--- config.mk ---
export PLATFORM = sky130hd
export DESIGN_NAME = z80_bus_master
export DESIGN_NICKNAME = d
export VERILOG_FILES = /design/src/rtl/z80_bus_master.sv
export SDC_FILE = /design/constraint.sdc
export NUM_CORES = 1
export LEC_CHECK = 0
export BUFFER_PORTS_ARGS = -buffer_cell sky130_fd_sc_hd__clkbuf_2
export CORE_MARGIN = 10
export CORE_UTILIZATION = 47
export DETAILED_ROUTE_END_ITERATION = 8
export PLACE_DENSITY = 0.79
export SLEW_MARGIN = 20
export SYNTH_ARGS = -nofsm -noshare
export SYNTH_HDL_FRONTEND = slang
export SYNTH_SLANG_ARGS = --single-unit
--- constraint.sdc ---
create_clock -name clock -period 3.2 [get_ports clock]
set_clock_uncertainty 0.15 [all_clocks]
set_input_delay 0.32 -clock clock [delete_from_list [all_inputs] [get_ports clock]]
set_output_delay 0.32 -clock clock [all_outputs]
set_load 0.1 [all_outputs]
--- src/rtl/z80_bus_master.sv ---
// z80_bus_master: initiator side of the Z80 memory bus.
// Accepts one core request at a time (opcode fetch, memory read or memory
// write) and sequences it into T-states (one clock each) on the active-low
// MREQ_/RD_/WR_/M1_/RFSH_ strobes. Returns read data or a write acknowledge,
// runs the refresh phase of M1 cycles and maintains the 7-bit R counter.
//
// Ports
//   clock, reset          : clock (one clock = one T-state), async active-low reset
//   io_req_*              : core request (valid/ready handshake, kind, addr, wdata)
//   io_rsp_valid/rdata    : one-cycle response pulse, captured read data
//   io_ireg               : I register, upper byte of the refresh address
//   io_r_load/io_r_val    : R register load (LD R,A); io_r is current R
//   io_bus_*              : memory bus; io_bus_rdata is combinational memory data,
//                           io_bus_WAIT_ stretches T2 with wait states
`timescale 1ns/1ps
module z80_bus_master #(
  parameter int unsigned ADDR_W = 16,
  parameter int unsigned DATA_W = 8
) (
  input  logic              clock,
  input  logic              reset,
  input  logic              io_req_valid,
  output logic              io_req_ready,
  input  logic              io_req_write,
  input  logic              io_req_m1,
  input  logic [ADDR_W-1:0] io_req_addr,
  input  logic [DATA_W-1:0] io_req_wdata,
  output logic              io_rsp_valid,
  output logic [DATA_W-1:0] io_rsp_rdata,
  input  logic [7:0]        io_ireg,
  input  logic              io_r_load,
  input  logic [7:0]        io_r_val,
  output logic [7:0]        io_r,
  output logic [ADDR_W-1:0] io_bus_addr,
  output logic [DATA_W-1:0] io_bus_wdata,
  input  logic [DATA_W-1:0] io_bus_rdata,
  output logic              io_bus_MREQ_,
  output logic              io_bus_RD_,
  output logic              io_bus_WR_,
  output logic              io_bus_M1_,
  output logic              io_bus_RFSH_,
  input  logic              io_bus_WAIT_
);

  typedef enum logic [2:0] {
    S_IDLE = 3'd0,
    S_T1   = 3'd1,
    S_T2   = 3'd2,
    S_TW   = 3'd3,
    S_T3   = 3'd4,
    S_T4   = 3'd5
  } state_e;

  typedef enum logic [1:0] {
    K_RD = 2'd0,
    K_WR = 2'd1,
    K_M1 = 2'd2
  } kind_e;

  state_e            state_q, state_d;
  kind_e             kind_q, kind_d;
  logic              accept;

  logic              ready_q, ready_d;
  logic [ADDR_W-1:0] addr_q, addr_d;
  logic [DATA_W-1:0] wdata_q, wdata_d;
  logic [DATA_W-1:0] rdata_q, rdata_d;
  logic              rsp_valid_q, rsp_valid_d;
  logic              mreq_n_q, mreq_n_d;
  logic              rd_n_q, rd_n_d;
  logic              wr_n_q, wr_n_d;
  logic              m1_n_q, m1_n_d;
  logic              rfsh_n_q, rfsh_n_d;
  logic [7:0]        r_q, r_d;

  // State and all output registers; reset aborts any cycle in flight.
  always_ff @(posedge clock or negedge reset) begin
    if (!reset) begin
      state_q     <= S_IDLE;
      kind_q      <= K_RD;
      ready_q     <= 1'b1;
      addr_q      <= '0;
      wdata_q     <= '0;
      rdata_q     <= '0;
      rsp_valid_q <= 1'b0;
      mreq_n_q    <= 1'b1;
      rd_n_q      <= 1'b1;
      wr_n_q      <= 1'b1;
      m1_n_q      <= 1'b1;
      rfsh_n_q    <= 1'b1;
      r_q         <= 8'h00;
    end else begin
      state_q     <= state_d;
      kind_q      <= kind_d;
      ready_q     <= ready_d;
      addr_q      <= addr_d;
      wdata_q     <= wdata_d;
      rdata_q     <= rdata_d;
      rsp_valid_q <= rsp_valid_d;
      mreq_n_q    <= mreq_n_d;
      rd_n_q      <= rd_n_d;
      wr_n_q      <= wr_n_d;
      m1_n_q      <= m1_n_d;
      rfsh_n_q    <= rfsh_n_d;
      r_q         <= r_d;
    end
  end

  // Next-state logic; WAIT_ is only sampled at the end of T2/TW.
  always_comb begin
    state_d = state_q;
    kind_d  = kind_q;
    accept  = 1'b0;
    case (state_q)
      S_IDLE: begin
        if (io_req_valid) begin
          accept  = 1'b1;
          state_d = S_T1;
          if (io_req_write)   kind_d = K_WR;
          else if (io_req_m1) kind_d = K_M1;
          else                kind_d = K_RD;
        end
      end
      S_T1:       state_d = S_T2;
      S_T2, S_TW: state_d = io_bus_WAIT_ ? S_T3 : S_TW;
      S_T3:       state_d = (kind_q == K_M1) ? S_T4 : S_IDLE;
      S_T4:       state_d = S_IDLE;
      default:    state_d = S_IDLE;
    endcase
  end

  // Output logic: values are computed for the state being entered so the
  // registered strobes line up with the T-state they belong to.
  always_comb begin
    ready_d     = (state_d == S_IDLE);
    addr_d      = addr_q;
    wdata_d     = wdata_q;
    rdata_d     = rdata_q;
    rsp_valid_d = 1'b0;
    mreq_n_d    = 1'b1;
    rd_n_d      = 1'b1;
    wr_n_d      = 1'b1;
    m1_n_d      = 1'b1;
    rfsh_n_d    = 1'b1;
    r_d         = r_q;

    if (accept) begin
      addr_d = io_req_addr;
      if (io_req_write) wdata_d = io_req_wdata;
    end

    case (state_d)
      S_T1: begin
        // WR_ stays high in T1 so write data is settled before the strobe.
        mreq_n_d = 1'b0;
        rd_n_d   = (kind_d == K_WR);
        m1_n_d   = (kind_d != K_M1);
      end
      S_T2, S_TW: begin
        mreq_n_d = 1'b0;
        rd_n_d   = (kind_d == K_WR);
        wr_n_d   = (kind_d != K_WR);
        m1_n_d   = (kind_d != K_M1);
      end
      S_T3: begin
        mreq_n_d = 1'b0;
        if (kind_d == K_M1) begin
          // Refresh phase: T3 is only entered from T2/TW, so load {I,R} once.
          rfsh_n_d = 1'b0;
          addr_d   = ADDR_W'({io_ireg, r_q});
        end else begin
          rd_n_d = (kind_d == K_WR);
          wr_n_d = (kind_d != K_WR);
        end
      end
      S_T4: begin
        mreq_n_d = 1'b0;
        rfsh_n_d = 1'b0;
      end
      default: ;
    endcase

    // Read/write complete at the end of T3; fetch data is taken as T3 begins.
    if (state_q == S_T3 && kind_q != K_M1) begin
      rsp_valid_d = 1'b1;
      if (kind_q == K_RD) rdata_d = io_bus_rdata;
    end
    if (kind_q == K_M1 && state_d == S_T3 &&
        (state_q == S_T2 || state_q == S_TW)) begin
      rsp_valid_d = 1'b1;
      rdata_d     = io_bus_rdata;
    end

    // R: low seven bits count fetches, bit 7 only changes via an explicit load.
    if (state_q == S_T4) r_d = {r_q[7], r_q[6:0] + 7'd1};
    if (io_r_load)       r_d = io_r_val;
  end

  assign io_req_ready = ready_q;
  assign io_rsp_valid = rsp_valid_q;
  assign io_rsp_rdata = rdata_q;
  assign io_r         = r_q;
  assign io_bus_addr  = addr_q;
  assign io_bus_wdata = wdata_q;
  assign io_bus_MREQ_ = mreq_n_q;
  assign io_bus_RD_   = rd_n_q;
  assign io_bus_WR_   = wr_n_q;
  assign io_bus_M1_   = m1_n_q;
  assign io_bus_RFSH_ = rfsh_n_q;

endmodule
==> metrics.cfg, run 1 <==
[clock_tree]
clk_latency_ns = 0.30
numCtsBuffers = 5
clk_pin_slew_ns = 0.10
cts_num_sinks = 52
cts_tree = yes
root_buffer = clkbuf_8
cts_max_level = 2
cts-resized-gates = 0
post_cts.repair.setup_buffers = 0
cts_max_path_buffers = 2
holdBufCountCts = 0

[logic_synthesis]
yosysUniqueCellTypes = 32
synth_edf_count = 0
synth-main-ff-cell = dfrtp_1
netlist_area_um2 = 2364
async_reset_ff_share_pct = 100.0
synth_top_area_share_pct = 48.70
avgSynthCellArea_um2 = 10.60
postSynthCellCount = 223
synth_area_leaders = dfrtp_1 49%, mux2_2 8.6%, nand2_1 7.3%, dfstp_2 6.7%, a31oi_1 5.0%
synth_top_cell_by_area = dfrtp_1
synthTopCellsByCount = 46 x dfrtp_1, 46 x nand2_1, 22 x nor2_1
yosysSeqAreaShare_pct = 55.37
syn_nets = 282
ys_ff_latch = 52
synth_warnings = 0

[floorplan]
die-area_um2 = 8266
io_pins = 102
die_h_um = 90.92
row_count = 25
start_util_pct = 49.39
coreArea_um2 = 4786
dieWidth_um = 90.92

[detailed_routing]
drc_errors = 0
wl_per_cell_um = 15.35
wirelength_um = 6002
drt-initial-drc-count = 118
vias = 1981
drt.antenna.violating_nets = 0
viasPerCell = 5.066
drt_first_pass_iters = 4

[global_route]
met1_usage_pct = 18.20
grt_usage_pct = 14.95
grt_max_degree = 45
grt_pass1_vias = 2033
use_met2_pct = 24.52
use_met3_pct = 5.154
antenna_found_initial = 0
gr-total-overflow = 0
top_usage_layer = met2
grt_pass1_wl_um = 10200

[place]
routabilityCongestion = 0.8033
portBuffers = 101
hpwlAfterDp_um = 4669

[layout]
diodes = 0
nets = 382
syn_to_final_growth_pct = 27.69
drive_gt1_share_pct = 43.52

[sta]
fin_crit_sh_pct = 83.51
rsz0062_at_grt = false
hold_viol = 0
max_slew.worst_pin.slew_ns = 0.9527
clock.fmax_mhz = 374.2
setup-tns-final_ns = 0
slew_headroom_pct = 36.49
setup_viol = 0
drv_slew = 0
period_needed_ns = 2.672

[setup_path]
r2r-end = io_bus_addr[0]
cp_num_cells = 8
critPathMaxStageDelay_ns = 0.57
cp-end-kind = flop
criticalPathCategory = flop to flop
r2r.worst_path.cells = 8
r2r-start = state_q[2]
crit_buf_inv = 1
cp_slowest_cell = nor4b_4
critPathRequiredTime_ns = 3.28
ff2ff_setup_slack_ns = 0.53
worstPathMaxFanout = 33
crit_family = simple AND/OR/NAND/NOR gates
worst_setup_path_start_kind = flop
crit_chain = nor4b_4, nand2_2, and2_1, ha_1, nand4b_1, buf_4, nor2_1, a31oi_1
cp_data_arrival_time_ns = 2.75

[worst_hold_path]
hold_class = primary input to asynchronous set/reset pin

[run_status]
status = finished clean

[flow_run]
maxCapViolCount = 0

-- worst register-to-register path, cell delays in order, from the launching register on --
cell and delay (ns):
dfrtp_1 0.56, nor4b_4 0.57, nand2_2 0.25, and2_1 0.21
ha_1 0.20, nand4b_1 0.09, buf_4 0.31, nor2_1 0.09
a31oi_1 0.16
-- logic make-up (layout without fill, tap and decap cells) --
logic type	after synthesis	after routing	share of synthesized area [%]
xor+xnor	2	2	0.7413
compound gates	36	36	9.846
buf+inv	13	114	2.594
fa+ha+maj	4	4	2.118
flops	52	52	55.37
mux	20	20	9.423
simple gates	96	96	19.91
-- cell usage in the layout, fill, tap and decap left out --
master,count
or4_1,3
a21oi_4,1
nand3b_1,5
dfrtp_1,46
nor3_1,1
mux2_2,18
clkbuf_2,100
clkinv_2,2
nand4b_1,3
nor2b_1,3
a21oi_1,2
a21o_1,2
nor2_1,22
or3_1,1
and2_1,4
a31oi_1,19
o31ai_1,2
buf_2,1
nand2_1,46
inv_1,1
nand3_1,4
nor4b_4,1
buf_4,4
clkbuf_8,6
mux2i_1,2
dfstp_2,6
xor2_1,2
or4b_1,1
o211ai_1,1
o21a_1,2
or4b_4,1
nand2_2,1
ha_1,4
o21ai_0,7
-- how the worst max path moves through the flow --
stage	start	end	slack (ns)
finish	state_q[2]	io_bus_addr[0]	0.53
floorplan	state_q[2]	io_bus_addr[3]	0.80
CTS	state_q[2]	io_bus_addr[14]	0.50
detailed placement	state_q[2]	io_bus_addr[14]	0.50
global route	state_q[2]	io_bus_addr[14]	0.18
global placement	state_q[2]	io_bus_addr[8]	0.63
-- layout make-up --
| class | instances | area, um^2 |
|---|---|---|
| sequential | 52 | 1309 |
| tap | 67 | 83.83 |
| clock buffer | 6 | 82.58 |
| fill | 417 | 1768 |
| timing repair buffer | 105 | 535.5 |
| multi-input combinational | 158 | 993.5 |
| inverter | 1 | 3.754 |
| clock inverter | 2 | 10.01 |
-- registers in the layout, indices dropped and copies added (netlist names) --
| signal | count |
|---|---|
| io_rsp_valid | 1 |
| io_r | 8 |
| io_req_ready | 1 |
| io_bus_WR_ | 1 |
| state_q | 3 |
| io_bus_RD_ | 1 |
| io_rsp_rdata | 8 |
| io_bus_wdata | 8 |
| io_bus_MREQ_ | 1 |
| io_bus_addr | 16 |
| io_bus_RFSH_ | 1 |
| kind_q | 2 |
| io_bus_M1_ | 1 |
-- stage by stage --
step | worst slack [ns] | cell area (um^2) | std cells | hold WS (ns) | utilization, %
6_report | 0.5276 | 3018 | 391 | 0.0003126 | 63.06
5_1_grt | 0.1845 | 3018 | 391 | 0.06566 | 63.06
4_1_cts | 0.5014 | 3018 | 391 | 0.06405 | 63.06
3_5_place_dp | 0.5014 | 2925 | 383 | 0.3424 | 61.12
3_3_place_gp | 0.6308 | 2925 | 383 | 0.3372 | 61.12
2_1_floorplan | 0.8021 | 2364 | 223 | -0.1256 | -
-- per-layer routing --
metal | vias to the layer above | wire length [um]
met5 | - | 0
met4 | 0 | 61
met3 | 4 | 462
met2 | 72 | 2946
met1 | 930 | 2532
li1 | 975 | -
Power of run 1 is not shown: default switching activity piles up to over one toggle a cycle in this logic, so the estimate is an artifact.
==> run 2, diff against run 1 <==
--- a/config.mk
+++ b/config.mk
@@ -5,11 +5,12 @@
 export SDC_FILE = /design/constraint.sdc
 export NUM_CORES = 1
 export LEC_CHECK = 0
+export ABC_AREA = 1
 export BUFFER_PORTS_ARGS = -buffer_cell sky130_fd_sc_hd__clkbuf_2
 export CORE_MARGIN = 10
-export CORE_UTILIZATION = 47
+export CORE_UTILIZATION = 49
 export DETAILED_ROUTE_END_ITERATION = 8
-export PLACE_DENSITY = 0.79
+export PLACE_DENSITY = 0.8
 export SLEW_MARGIN = 20
 export SYNTH_ARGS = -nofsm -noshare
 export SYNTH_HDL_FRONTEND = slang
==> constraint.sdc (replaced) <==
create_clock -name clock -period 2.55 [get_ports clock]
set_clock_uncertainty 0.15 [all_clocks]
set_input_delay 0.255 -clock clock [delete_from_list [all_inputs] [get_ports clock]]
set_output_delay 0.255 -clock clock [all_outputs]
set_load 0.1 [all_outputs]
==> run 2 against run 1 <==
Effect of this change:
- sequential cell count is the same
- die area grew 5.7%
- first-iteration DRC count grew 5.9%
- non-clock buffer count grew 5
- sequential share of layout area shrank 4.3 points
- hold slack gained 0.0066 ns
- routed wire length grew 16%
- final cell count grew 28%
- register-to-register slack lost 0.16 ns
- critical path depth grew 2
- setup slack lost 0.16 ns
- largest cell class unchanged
- highest routed layer unchanged
==> metrics.cfg, run 2 <==
[setup_path]
r2r-start = state_q[2]
cp-end-kind = flop
worstPathMaxFanout = 21  ; -36%
endpoint = io_bus_addr[4]
path_common_cell = nand2_1
r2r-end = io_bus_addr[4]
r2r.worst_path.cells = 10  ; +2
cp_slowest_cell = dfrtp_1
critPathRequiredTime_ns = 2.64  ; -0.64 ns
worst_setup_path_start_kind = flop
critPathLaunch = state_q[2]
cp_num_cells = 10  ; +2
crit_family = flip-flops
ff2ff_setup_slack_ns = 0.37  ; -0.16 ns
cp_data_arrival_time_ns = 2.28  ; -0.47 ns
critPathMaxStageDelay_ns = 0.61  ; +0.04 ns
crit_buf_inv = 2  ; +1
criticalPathCategory = flop to flop
crit_chain = nor2_8, nand2_4, buf_4, nand2_1, o21ai_2, ha_1, nand2_4, inv_6, nand2_1, nand2_1

[global_route]
grt_pass1_vias = 2604  ; +28%
grt_max_degree = 22  ; -51%
antenna_found_initial = 0  ; unchanged
grt_usage_pct = 16.25  ; +1.3 points
grt_pass1_wl_um = 11740  ; +15%
gr-total-overflow = 0  ; unchanged

[clock_tree]
root_buffer = clkbuf_8
post_cts.repair.setup_buffers = 0  ; unchanged
clk_pin_slew_ns = 0.09  ; about the same
cts_num_sinks = 52  ; unchanged
cts_max_path_buffers = 2  ; unchanged
cts_tree = yes
cts_max_level = 2  ; unchanged
clk_latency_ns = 0.30  ; about the same
numCtsBuffers = 5  ; unchanged

[sta]
clock.fmax_mhz = 457.7  ; +22%
drv_slew = 0  ; unchanged
max_slew.worst_pin.slew_ns = 0.5578  ; -0.3949 ns
setup_ws_ns = 0.3651  ; -0.1625 ns
slew_headroom_pct = 62.97  ; +26 points
setup-tns-final_ns = 0  ; unchanged
fin_crit_sh_pct = 85.68  ; +2.2 points
hold_viol = 0  ; unchanged
setup_viol = 0  ; unchanged
rsz0062_at_grt = false
period_needed_ns = 2.185  ; -0.4875 ns

[floorplan]
dieWidth_um = 93.46  ; +2.8%
die_h_um = 93.46  ; +2.8%
start_util_pct = 51.11  ; +1.7 points
coreArea_um2 = 5172  ; +8.1%
die-area_um2 = 8734  ; +5.7%
row_count = 26  ; +4.0%
io_pins = 102  ; unchanged

[logic_synthesis]
ys_ff_latch = 52  ; unchanged
synth_edf_count = 0  ; unchanged
yosysSeqAreaShare_pct = 49.50  ; -5.9 points
synth-main-ff-cell = dfrtp_1
yosysMostFrequentCell = nand2_1
async_reset_ff_share_pct = 100.0  ; unchanged
synth_top_cell_by_area = dfrtp_1
synth_area_leaders = dfrtp_1 44%, nand2_1 18%, nand3_1 7.8%, dfstp_2 6.0%, inv_1 5.0%
yosysUniqueCellTypes = 30  ; -6.3%
netlist_area_um2 = 2644  ; +12%
avgSynthCellArea_um2 = 8.211  ; -23%
synth_top_area_share_pct = 43.54  ; -5.2 points
synthTopCellsByCount = 127 x nand2_1, 46 x dfrtp_1, 41 x nand3_1
synth_warnings = 0  ; unchanged
postSynthCellCount = 322  ; +44%
syn_nets = 381  ; +35%

[run_status]
status = finished clean

[layout]
multi_input_area_um2 = 1104  ; +11%
syn_to_final_growth_pct = 26.60
largest_reg_flops = 16  ; unchanged
fin_area_um2 = 3347  ; +11%
diodes = 0  ; unchanged
num-fill-cells = 457  ; +9.6%
layout.cells.non_filler = 501  ; +28%
ff_latch_area_um2 = 1309  ; unchanged
layout_commonest_cell = nand2_1
layout_common_cells = 127 x nand2_1, 101 x clkbuf_2, 46 x dfrtp_1
nets = 489  ; +28%
drive_gt1_share_pct = 32.02  ; -11 points

[detailed_routing]
drc_errors = 0  ; unchanged
drt-initial-drc-count = 125  ; +5.9%
wl_per_cell_um = 13.86  ; -9.7%
vias = 2458  ; +24%
drt.antenna.violating_nets = 0  ; unchanged
viasPerCell = 4.906  ; -3.2%
wirelength_um = 6943  ; +16%
drt_first_pass_iters = 4  ; unchanged

[place]
hpwlAfterDp_um = 5530  ; +18%
placed_cell_area_um2 = 3199  ; +9.4%
portBuffers = 101  ; unchanged
dp_slack_ns = 0.4273  ; -0.07407 ns
dpl.cell_count = 489  ; +28%
routabilityCongestion = 0.8577  ; +6.8%

[worst_hold_path]
hold_class = primary input to flop

[flow_run]
maxCapViolCount = 0  ; unchanged

-- run 2: cell types whose count changed in the layout (fill, tap and decap cells not counted), moves of 10 or more --
| cell | before | now |
|---|---|---|
| nand3b_1 | 5 | 15 |
| a31oi_1 | 19 | 0 |
| nand2_1 | 46 | 127 |
| nand3_1 | 4 | 41 |
| mux2_2 | 18 | 0 |
| nor2_1 | 22 | 9 |
| inv_1 | 1 | 35 |
-- run 2: what timing repair did --
item / in CTS / in global routing
gates resized for setup: 0 / 0
hold buffers: 4 / 0
endpoints found under the hold margin: 22 / 0
-- run 2: worst register-to-register path: stages, from the launching register on --
cell     delay, ns
dfrtp_1       0.61
nor2_8        0.08
nand2_4       0.07
buf_4         0.24
nand2_1       0.11
o21ai_2       0.11
ha_1          0.28
nand2_4       0.18
inv_6         0.17
nand2_1       0.08
nand2_1       0.07
-- run 2: per-stage QoR --
stage	utilization [%]	hold WS, ns
floorplan	-	-0.1906
global placement	61.85	0.09931
CTS	64.71	0.002738
finish	64.71	0.006909
global route	64.71	0.002445
detailed placement	61.85	0.1049
-- run 2: routing by layer --
| metal | GRT usage, % | part of all wire (%) | routed length (um) |
|---|---|---|---|
| met4 | 5.013 | 1.6 | 110 |
| met2 | 29.81 | 52 | 3617 |
| met1 | 16.83 | 38 | 2644 |
| met5 | 0 | 0 | 0 |
| met3 | 5.755 | 8.2 | 570 |
-- run 2: worst min path at each step --
stage	from	endpoint	slack (ns)	cells past startpoint
after floorplan	reset	io_bus_addr[0]	-0.19	0
after global placement	reset	io_bus_wdata[3]	0.1	1
after detailed placement	reset	io_bus_wdata[3]	0.10	1
after CTS	io_req_wdata[2]	io_bus_wdata[2]	0.003	3
after global routing	io_ireg[1]	io_bus_addr[9]	0.002	3
final	io_req_wdata[2]	io_bus_wdata[2]	0.007	3
-- run 2: cells by family after synthesis --
| logic type | share of synthesized area, % |
|---|---|
| AOI/OAI and AO/OA | 2.934 |
| adders and majority gates | 1.893 |
| buffers and inverters | 8.755 |
| DFF | 49.50 |
| and+or+nand+nor | 36.91 |
-- run 2: area by class of cell --
class	instances	share of cell area [%]
well taps	70	2.617
clock buffers	6	2.168
multi-input cells	222	32.97
inverters	39	4.673
flip-flops and latches	52	39.10
repair buffers	110	17.42
clock inverters	2	1.047
Power of run 2 is left out for the same reason.
